## src/rtl/nco_pkg.sv

```systemverilog
// Shared constants for the three-phase NCO.
//  ACC_W / ADDR_W : accumulator and LUT address widths
//  OFF_120/OFF_240: phase offsets of 1/3 and 2/3 of a turn (2^32/3 rounded)
//  LFSR_SEED/TAPS : dither generator seed and Galois mask (taps 16,14,13,11)
package nco_pkg;
    localparam int ACC_W  = 32;
    localparam int ADDR_W = 15;

    localparam logic [ACC_W-1:0] OFF_120   = 32'h5555_5555;
    localparam logic [ACC_W-1:0] OFF_240   = 32'hAAAA_AAAB;
    localparam logic [15:0]      LFSR_SEED = 16'hACE1;
    localparam logic [15:0]      LFSR_TAPS = 16'hB400;

    // LUT address is the top ADDR_W bits of a phase value.
    function automatic logic [ADDR_W-1:0] phase_to_addr(input logic [ACC_W-1:0] p);
        return p[ACC_W-1 -: ADDR_W];
    endfunction
endpackage

```

## src/rtl/nco_lfsr16.sv

```systemverilog
// 16-bit Galois LFSR used as phase dither source.
// Ports: clk, rst_n (async active-low, loads LFSR_SEED), en (advance), q (state).
module nco_lfsr16
    import nco_pkg::*;
(
    input  logic        clk,
    input  logic        rst_n,
    input  logic        en,
    output logic [15:0] q
);
    logic [15:0] r_q;

    always_ff @(posedge clk or negedge rst_n) begin
        if (!rst_n)
            r_q <= LFSR_SEED;
        else if (en)
            r_q <= {1'b0, r_q[15:1]} ^ (r_q[0] ? LFSR_TAPS : 16'h0000);
    end

    assign q = r_q;
endmodule

```

## src/rtl/three_phase_nco.sv

```systemverilog
// Three-phase NCO: 32-bit phase accumulator feeding three LUT addresses spaced
// 0/120/240 degrees. Tuning words arrive on a valid/ready handshake and are
// held in a shadow register until a safe point (wrap, clear, idle, or a
// stalled zero word), so frequency changes never glitch mid-cycle.
// Optional: define PHASE_DITHER_EN to add LFSR dither below the address LSB.
// Ports:
//  clk, rst_n            clock, async active-low reset
//  en, sync_clr          accumulate enable, synchronous phase clear
//  fcw_in/valid/ready    tuning-word handshake
//  address1..3           registered LUT addresses (0/120/240 deg)
//  addr_valid            addresses come from a running accumulator
//  wrap                  pulse aligned with the first address set after carry-out
module three_phase_nco
    import nco_pkg::*;
(
    input  logic              clk,
    input  logic              rst_n,
    input  logic              en,
    input  logic              sync_clr,
    input  logic [ACC_W-1:0]  fcw_in,
    input  logic              fcw_valid,
    output logic              fcw_ready,
    output logic [ADDR_W-1:0] address1,
    output logic [ADDR_W-1:0] address2,
    output logic [ADDR_W-1:0] address3,
    output logic              addr_valid,
    output logic              wrap
);
    logic [ACC_W-1:0]  r_acc, r_fcw_active, r_fcw_shadow;
    logic              r_pending, r_carry_d, r_wrap, r_addr_valid;
    logic [ADDR_W-1:0] r_addr1, r_addr2, r_addr3;

    logic [ACC_W:0]    w_sum;
    logic              w_carry, w_xfer, w_apply;
    logic [ACC_W-1:0]  w_phase;

    assign w_sum   = {1'b0, r_acc} + {1'b0, r_fcw_active};
    assign w_carry = en & w_sum[ACC_W];
    assign w_xfer  = fcw_valid & ~r_pending;
    // A zero active word never carries, so it must not block the update.
    assign w_apply = r_pending & (w_carry | sync_clr | ~en | (r_fcw_active == '0));

`ifdef PHASE_DITHER_EN
    logic [15:0] w_dither;

    nco_lfsr16 u_lfsr (
        .clk   (clk),
        .rst_n (rst_n),
        .en    (en),
        .q     (w_dither)
    );

    // Dither sits entirely below the address LSB: at most +1 on any address.
    assign w_phase = r_acc + {{(ACC_W-16){1'b0}}, w_dither};
`else
    assign w_phase = r_acc;
`endif

    always_ff @(posedge clk or negedge rst_n) begin
        if (!rst_n) begin
            r_acc        <= '0;
            r_fcw_active <= '0;
            r_fcw_shadow <= '0;
            r_pending    <= 1'b0;
        end else begin
            if (sync_clr)
                r_acc <= '0;
            else if (en)
                r_acc <= w_sum[ACC_W-1:0];

            if (w_xfer) begin
                r_fcw_shadow <= fcw_in;
                r_pending    <= 1'b1;
            end else if (w_apply) begin
                r_fcw_active <= r_fcw_shadow;
                r_pending    <= 1'b0;
            end
        end
    end

    // Addresses show acc one cycle late, so the carry is delayed once more to
    // land on the first address set computed from the wrapped accumulator.
    always_ff @(posedge clk or negedge rst_n) begin
        if (!rst_n) begin
            r_addr1      <= '0;
            r_addr2      <= '0;
            r_addr3      <= '0;
            r_addr_valid <= 1'b0;
            r_carry_d    <= 1'b0;
            r_wrap       <= 1'b0;
        end else begin
            r_addr1      <= phase_to_addr(w_phase);
            r_addr2      <= phase_to_addr(w_phase + OFF_120);
            r_addr3      <= phase_to_addr(w_phase + OFF_240);
            r_addr_valid <= en;
            r_carry_d    <= w_carry & ~sync_clr;
            r_wrap       <= r_carry_d;
        end
    end

    assign fcw_ready  = ~r_pending;
    assign address1   = r_addr1;
    assign address2   = r_addr2;
    assign address3   = r_addr3;
    assign addr_valid = r_addr_valid;
    assign wrap       = r_wrap;
endmodule

```

## config.mk

```make
export PLATFORM = sky130hd
export DESIGN_NAME = three_phase_nco
export DESIGN_NICKNAME = d
export VERILOG_FILES = /design/src/rtl/nco_pkg.sv /design/src/rtl/nco_lfsr16.sv /design/src/rtl/three_phase_nco.sv
export SDC_FILE = /design/constraint.sdc
export NUM_CORES = 1
export LEC_CHECK = 0
export CORE_MARGIN = 5
export CORE_UTILIZATION = 55
export CTS_CLUSTER_DIAMETER = 100
export DETAILED_ROUTE_END_ITERATION = 7
export MAX_ROUTING_LAYER = met4
export PLACE_DENSITY = 0.88
export SYNTH_ARGS = -nofsm -noshare
export SYNTH_HDL_FRONTEND = slang
export SYNTH_SLANG_ARGS = --single-unit
```

## constraint.sdc

```tcl
create_clock -name clk -period 3.1 [get_ports clk]
set_clock_uncertainty 0.15 [all_clocks]
set_input_delay 0.62 -clock clk [delete_from_list [all_inputs] [get_ports clk]]
set_output_delay 0.62 -clock clk [all_outputs]
set_load 0.05 [all_outputs]
```

# --- Word level (Yosys, flattened, before mapping) ---
# Index checks and enable logic that the tools add are counted.
# W data, S select, Z words.
totals:
  regBits: 145
  latch_bits: 0
  mem_bits_rw: 0
  romBits: 0
  inputBits: 37
  out_inout_bits: 48
  mem_count: 0
classes:
  n_addsub: 3
  n_mul: 0
  n_div: 0
  n_lt_le_gt_ge: 0
  n_eq_ne: 0
  n_shift: 0
  muxes: 4
  bitwise: 11
  reduce_logical: 4
ops:
  columns: ["op", "count"]
  rows:
  - ["$mux W32", 2]
  - ["$add A32 B32 Y33", 1]
  - ["$add A32 B31 Y32 const B", 1]
  - ["$add A32 B32 Y32 const B", 1]
  - ["$logic_not A32 Y1", 1]
  - ["$and A1 B1 Y1", 4]
  - ["$not A1 Y1", 4]
  - ["$reduce_bool A2 Y1", 2]
  - ["$or A1 B1 Y1", 3]
  - ["$mux W1", 2]
  - ["$reduce_and A2 Y1", 1]

# --- Longest topological paths before layout ---
# Gate-level depths: netlist (run 1).
depth:
  word_depth: 8
  ltp_mapped: 12

# --- Worst setup path before layout (run 1) ---
# OpenSTA, ideal clock, no wires.
synth_timing:
  path_type: "flip-flop to flip-flop"
  start: "register r_acc[0]"
  end: "register r_fcw_active[10]"
  setup_time_ps: 125
  arrival_ps: 2596
  required_time_ps: 2825
  setup_slack_ps: 230
  stages_incl_launch_ff: 13
  path_buffers: 1
  synth_period_minus_slack_ps: 2870
  path_cell_list: "dfrtp_1 -> ha_1 -> inv_1 -> fa_1 -> nor2b_1 -> o21a_1 -> o21ai_2 -> a211o_1 -> nand4_1 -> nand3_1 -> a21oi_4 -> buf_6 -> mux2_2"
synth_via:
  elab_chain_len: 7
synth_rtl:
  columns: ["element", "line", "text"]
  rows:
  - ["from (decl)", "three_phase_nco.sv:29", "logic [ACC_W-1:0] r_acc, r_fcw_active, r_fcw_shadow;"]
  - ["from (signal assigned)", "three_phase_nco.sv:69", "r_acc <= w_sum[ACC_W-1:0];"]
  - ["$add A32 B32 Y33", "three_phase_nco.sv:37", "assign w_sum = {1'b0, r_acc} + {1'b0, r_fcw_active};"]
  - ["$and A1 B1 Y1", "three_phase_nco.sv:38", "assign w_carry = en & w_sum[ACC_W];"]
  - ["$or A1 B1 Y1 (3 in a row)", "three_phase_nco.sv:41", "assign w_apply = r_pending & (w_carry | sync_clr | ~en | (r_fcw_active == '0));"]
  - ["$and A1 B1 Y1", "three_phase_nco.sv:41", null]
  - ["$reduce_and A2 Y1 (no source line)", null, null]
  - ["to (signal assigned)", "three_phase_nco.sv:75", "r_fcw_active <= r_fcw_shadow;"]
  - ["to (decl)", "three_phase_nco.sv:29", null]
# Every way passes these cells.
# A chain may end at the register's enable or synchronous reset.

# --- Final worst setup path (run 1) ---
layout_timing:
  start: "register r_fcw_active[0]"
  end: "register r_fcw_active[20]"
layout_via:
  elab_chain_len: 7
  elab_cells_between_ends: 8
layout_rtl:
  columns: ["element", "line"]
  rows:
  - ["$add A32 B32 Y33", "three_phase_nco.sv:37"]
  - ["$and A1 B1 Y1", "three_phase_nco.sv:38"]
  - ["$or A1 B1 Y1 (2 in a row)", "three_phase_nco.sv:41"]
  - ["$or A1 B1 Y1 (*)", "three_phase_nco.sv:41"]
  - ["$and A1 B1 Y1 (*)", "three_phase_nco.sv:41"]
  - ["$reduce_and A2 Y1 (no source line) (*)", null]
# Every way passes the cells marked *; elsewhere a longest branch is shown, timed or not.

==> reports/metrics.cfg, run 1 <==
[route]
vias=6049
wl_um=19000
wl_per_cell_um=18.9
via_per_inst=6.02
drc=0
postRouteAntennaNets=0
dr.pass1.iters=5
drtIter0Drc=541

[cts]
clkLatencyLatePin_ns=0.43
clk_path_buf_depth=2
cts_buffers=17
cts_num_sinks=145
tritoncts=yes
root_buffer=clkbuf_16
clk_pin_slew_ns=0.06
htreeDepth=4

[finish]
final_cell_count_no_fill=1005
antenna_cells=0
area_growth_pct=26.4
drive_gt1_share_pct=17.0
nNetsFinal=886

[pwr]
clkPwrFrac_pct=18.0
leakagePower_nw=4.21
power_frac_seq_pct=29.5
p_switching_mw=4.82
p_sw_share_pct=43.2
p_total_mw=11.1
irDropWorstVdd_uv=550
internal-power_mw=6.33
power_density_nw_per_um2=1170
comb_power_share_pct=52.5

[timing]
fin_crit_ns=3.14
max_slew.worst_pin.slew_ns=0.635
slew_viol_final=0
timing.fmax_mhz=318
setup_ws_ns=-0.0444
relSlewSlack_pct=57.7
rsz0062_at_grt=yes
setup_viol=23
period_share_pct=101
hold_viol_final=0

[setup_path]
start_kind=flip-flop
worstSetupEndpointType=flip-flop
r2r_end=r_fcw_active[20]
path_cells=ha_2 > inv_2 > fa_2 > nor2b_1 > o21a_1 > o21ai_4 > a211o_1 > nand4_1 > nand3_2 > a21oi_4 > buf_12 > clkbuf_16 > mux2_4
r2r_start=r_fcw_active[0]
required_ns=3.26
cp_slowest_stage_delay_ns=0.37
cp_slowest_cell=fa_2
path_max_fanout=6
reg2regPathDepth=13
worst_ep_arrival_time_ns=3.31
reg2reg_slack_ns=-0.04
crit_type=flip-flop to flip-flop

[logic_synthesis]
ys.flop_type=dfrtp_1
syn_area_um2=7540
ys_types=72
syn_nets=779
ys_seq_area_share_pct=48.1
yosys_warnings=0
synthArstFlopShare_pct=100
ys_ff_latch=145
synth_edf_count=0
synthesis.instances=709
synth.avg_cell_area_um2=10.6

[floorplan]
num_rows=42
dieWidth_um=127
die_area_um2=16200
core_area_um2=13300
die_y_um=127
initial_core_util_pct=56.5
ios=85

[grt]
globalRoute.busiestLayer=met2
grt_antenna_before_repair=0
grt_pass1_vias=5915
gr-usage-met3_pct=5.47
gr-total-overflow=0
grt_use_total_pct=23.9
grt_pass1_wl_um=29800
grt_max_degree=69
use_met1_pct=31.9
grt_use_met2_pct=37.0

[place]
numPortBuffers=84
dp.final_hpwl_um=13300
place.gp.congestion=0.973
dp_cells=962

[flow_run]
max_cap_viol_count=0

[outcome]
status=complete, but fails checks
violations=negative setup slack

[hold_path]
hp-class=primary input to async pin

## final cells by class
| type | instances | area [µm²] |
|---|---|---|
| Tap cell | 176 | 220 |
| Timing Repair Buffer | 117 | 1190 |
| Fill cell | 961 | 3810 |
| Clock inverter | 12 | 133 |
| Sequential cell | 145 | 3630 |
| Multi-Input combinational cell | 504 | 3800 |
| Clock buffer | 20 | 447 |
| Inverter | 31 | 116 |
## layout by cell type, fill, tap and decap left out, types with 3 or more instances in the layout
master / instances
nand4_1: 8
buf_12: 4
clkbuf_16: 19
o31ai_1: 6
o21ai_0: 25
nor3_1: 17
a21o_1: 16
nand2b_1: 4
clkinvlp_4: 3
inv_1: 29
mux2_2: 34
o211ai_1: 4
a21boi_0: 3
buf_4: 25
mux2_4: 30
o21bai_1: 7
or3_1: 5
and3_1: 7
clkdlybuf4s50_1: 83
xor2_1: 7
nor2_1: 51
ha_1: 31
nand3b_1: 6
nand2_1: 42
a211oi_1: 5
a21oi_1: 55
and2_1: 3
nor4_1: 10
a31oi_1: 7
nand3_1: 14
o21a_1: 8
mux2i_1: 13
and4_1: 4
o311ai_1: 3
dfrtp_1: 145
xnor2_1: 32
clkinv_2: 3
## power by group through the flow
stage | registers, mW | clock network [mW] | logic [mW]
global placement | 3.21 | 0 | 5.28
floorplan | 3.88 | 0 | 3.20
finish | 3.29 | 2.01 | 5.85
global route | 3.37 | 2.12 | 6.34
CTS | 3.25 | 2.02 | 5.48
detailed placement | 3.28 | 0 | 5.42
## routing by layer
| metal | share of wire (%) | vias up |
|---|---|---|
| met1 | 43 | 3000 |
| met4 | 1.7 | 0 |
| met5 | 0 | - |
| met3 | 6.8 | 29 |
| met2 | 49 | 226 |
| li1 | - | 2794 |
## per-stage QoR
stage	hold WS [ns]	instance area (µm²)	setup WS (ns)	utilization, %	TNS (ns)
2_1_floorplan	0.174	7540	0.230	-	0
3_3_place_gp	0.183	8670	0.106	65.0	0
3_5_place_dp	0.186	8670	-0.0540	65.0	-1.20
4_1_cts	0.0510	9260	0.0173	69.4	0
5_1_grt	0.0729	9530	-0.133	71.4	-2.78
6_report	0.0207	9530	-0.0444	71.4	-0.468
## cells in the mapped netlist, types with 8 or more instances
cell type / number / area (µm²)
ha_1: 32 / 400
dfrtp_1: 145 / 3630
a21o_1: 16 / 120
mux2i_1: 13 / 130
nor4_1: 10 / 62.6
mux2_2: 63 / 709
o21a_1: 8 / 60.1
nand2_1: 42 / 158
nand4_1: 8 / 50.1
o21ai_0: 25 / 125
xnor2_1: 32 / 280
a21oi_1: 55 / 275
inv_1: 30 / 113
nor2_1: 51 / 191
nand3_1: 15 / 75.1
nor3_1: 17 / 85.1
clkbuf_1: 19 / 71.3
## sequential cells by signal, indices dropped and copies added (netlist names)
name          count
addr_valid        1
address1         15
address2         15
address3         15
r_acc            32
r_carry_d         1
r_fcw_active     32
r_fcw_shadow     32
r_pending         1
wrap              1
## worst max-delay path by stage
stage                          from                to  slack, ns  depth (start not counted)
floorplan                  r_acc[0]  r_fcw_active[10]       0.23                         12
global placement           r_acc[0]   r_fcw_active[1]       0.11                         12
detailed placement         r_acc[0]   r_fcw_active[3]      -0.05                         12
CTS                 r_fcw_active[0]   r_fcw_active[2]       0.02                         12
global route               r_acc[0]  r_fcw_active[20]      -0.13                         13
finish              r_fcw_active[0]  r_fcw_active[20]      -0.04                         13
## kinds of logic (layout without fill, tap and decap cells)
| group | count (synthesis) | after routing | synth area share (%) |
|---|---|---|---|
| buf+inv | 60 | 180 | 3.34 |
| compound gates | 171 | 171 | 15.0 |
| xor+xnor | 39 | 39 | 4.53 |
| fa+ha+maj | 33 | 33 | 5.58 |
| mux | 77 | 77 | 11.3 |
| simple gates | 184 | 184 | 12.2 |
| flops | 145 | 145 | 48.1 |
## repair_timing
| item | CTS | global route |
|---|---|---|
| pin swaps | 0 | 8 |
| setup buffers | 1 | 7 |
| hold buffers | 0 | 0 |
| cloned | 0 | 3 |
| endpoints found under the setup margin | 32 | 35 |
| resized for setup | 1 | 38 |
## worst max-delay path, delay by kind of cell, from the launching register on
kind	cells	cell delay [ns]
flops	1	0.35
fa+ha+maj	2	0.58
mux	1	0.31
compound gates	4	0.83
simple gates	3	0.44
buf+inv	3	0.36
No activity file was read; power rests on OpenSTA's default activity.
==> inputs of run 2 (changes only) <==
Settings changed: PLACE_DENSITY 0.88 to 0.8.
==> run 2 against run 1 <==
  * Critical path type unchanged
  * Power down 0.48%
  * Critical endpoint is now r_fcw_active[23]
  * Core utilization down 0.056 points
  * Setup slack better by 0.051 ns
  * First-iteration DRC count up 0.55%
  * Register-to-register slack better by 0.05 ns
  * Critical path depth unchanged
  * The run now ends clean
  * Wire length down 0.21%
  * Sequential cell count unchanged
  * Non-clock buffer count up 4
  * Count of clock-buffer cells in the layout down 1
  * Cell area about the same
  * Cell count up 0.30%
==> reports/metrics.cfg, run 2 (same netlist as run 1, synthesis figures left out) <==
[floorplan]
core_area_um2=13300
die_area_um2=16200
initial_core_util_pct=56.5
dieWidth_um=127
ios=85
num_rows=42
die_y_um=127

[cts]
root_buffer=clkbuf_16
cts_num_sinks=145
clkLatencyLatePin_ns=0.42
cts_buffers=17
htreeDepth=4
tritoncts=yes
clk_pin_slew_ns=0.07
clk_path_buf_depth=2

[timing]
hold_viol_final=0
max_slew.worst_pin.slew_ns=0.603
period_share_pct=99.8
setup_tns_ns=0
relSlewSlack_pct=59.5
timing.fmax_mhz=323
whs_ns=0.0203
setup_ws_ns=0.00678
setup_viol=0
slew_viol_final=0
fin_crit_ns=3.09
rsz0062_at_grt=yes

[place]
dp_cells=967
numPortBuffers=84
dp.final_hpwl_um=13500
place_ws_ns=-0.00572
place.gp.congestion=0.950

[grt]
grt_antenna_before_repair=0
grt_pass1_wl_um=30000
grt_max_degree=61
grt_use_total_pct=24.0
grt_pass1_vias=5837
gr-total-overflow=0

[setup_path]
crit_type=flip-flop to flip-flop
required_ns=3.25
start_kind=flip-flop
reg2reg_slack_ns=0.007
worst_ep_arrival_time_ns=3.24
path_max_fanout=6
worstSetupEndpointType=flip-flop

[pwr]
power_frac_seq_pct=29.5
p_sw_share_pct=43.8
p_total_mw=11.1
irDropWorstVdd_uv=614
power_density_nw_per_um2=1160
clkPwrFrac_pct=17.2
comb_power_share_pct=53.4
p_switching_mw=4.86
leakagePower_nw=4.21
internal-power_mw=6.23

[route]
vias=5971
wl_per_cell_um=18.8
drtIter0Drc=544
dr.pass1.iters=5
wl_um=18900
postRouteAntennaNets=0
drc=0
via_per_inst=5.92

[finish]
final_cell_count_no_fill=1008
fill_cells=964
nNetsFinal=890
final_cell_mix=dfrtp_1, clkdlybuf4s50_1, a21oi_1, nor2_1, nand2_1
mostFrequentLayoutCell=dfrtp_1
area_growth_pct=26.3
antenna_cells=0
drive_gt1_share_pct=17.9
top_regs=r_acc (32), r_fcw_active (32), r_fcw_shadow (32)

[outcome]
status=completed

[flow_run]
max_cap_viol_count=0

[hold_path]
hp-class=primary input to async pin

[run 2: cell types whose count changed in the layout (fill, tap and decap cells not counted), sizes merged]
| cell | before | now |
|---|---|---|
| clkbuf | 22 | 21 |
| buf | 32 | 36 |
| bufinv | 2 | 0 |
| inv | 32 | 34 |
[run 2: power groups by stage]
| stage | Sequential (mW) | Combinational [mW] | Clock [mW] |
|---|---|---|---|
| finish | 3.27 | 5.92 | 1.90 |
| global route | 3.34 | 6.42 | 2.01 |
| CTS | 3.23 | 5.52 | 1.92 |
| detailed placement | 3.26 | 5.47 | 0 |
| global placement | 3.20 | 5.35 | 0 |
| floorplan | 3.88 | 3.20 | 0 |
[run 2: path summary, 6_finish.rpt]
check                           from  cells past startpoint               end
hold reg to reg            r_carry_d                      0              wrap
setup reg to reg            r_acc[0]                     13  r_fcw_active[23]
setup / recovery            r_acc[0]                     13  r_fcw_active[23]
max in group asynchronous      rst_n                      2      address1[11]
hold / removal                 rst_n                      1         r_acc[10]
min in group clk           r_carry_d                      0              wrap
[run 2: routing by layer]
metal	GRT usage (%)	vias to the layer above	wire length, µm
met5	-	-	0
met4	7.76	0	366
met3	3.42	33	980
met2	37.1	202	9060
met1	33.1	2931	8520
li1	-	2805	-
[run 2: cell type report]
type	count	area (µm²)	area share (%)
Sequential cell	145	3630	38.1
Timing Repair Buffer	121	1210	12.7
Inverter	31	116	1.22
Tap cell	176	220	2.31
Multi-Input combinational cell	504	3800	39.9
Clock buffer	19	453	4.76
Clock inverter	12	100	1.05
[run 2: worst max-delay path: stages, from the launching register on]
cell	delay (ns)
dfrtp_1	0.36
ha_2	0.19
inv_2	0.04
fa_2	0.37
nor2b_1	0.12
o21a_1	0.20
o21ai_4	0.09
a211o_1	0.34
nand4_1	0.16
nand3_2	0.13
a21oi_4	0.19
buf_12	0.15
buf_6	0.12
mux2_2	0.33
[run 2: what timing repair did]
action                     in CTS  in global routing
pin swaps                       0                  8
resized for setup               0                 39
setup endpoints to repair      28                 34
gates cloned                    0                  3
buffers inserted                1                  6
hold buffers                    0                  0
[run 2: stage by stage]
step	util [%]	area, µm²
2_1_floorplan	-	7540
3_3_place_gp	65.2	8700
3_5_place_dp	65.2	8700
4_1_cts	69.4	9260
5_1_grt	71.4	9530
6_report	71.4	9530
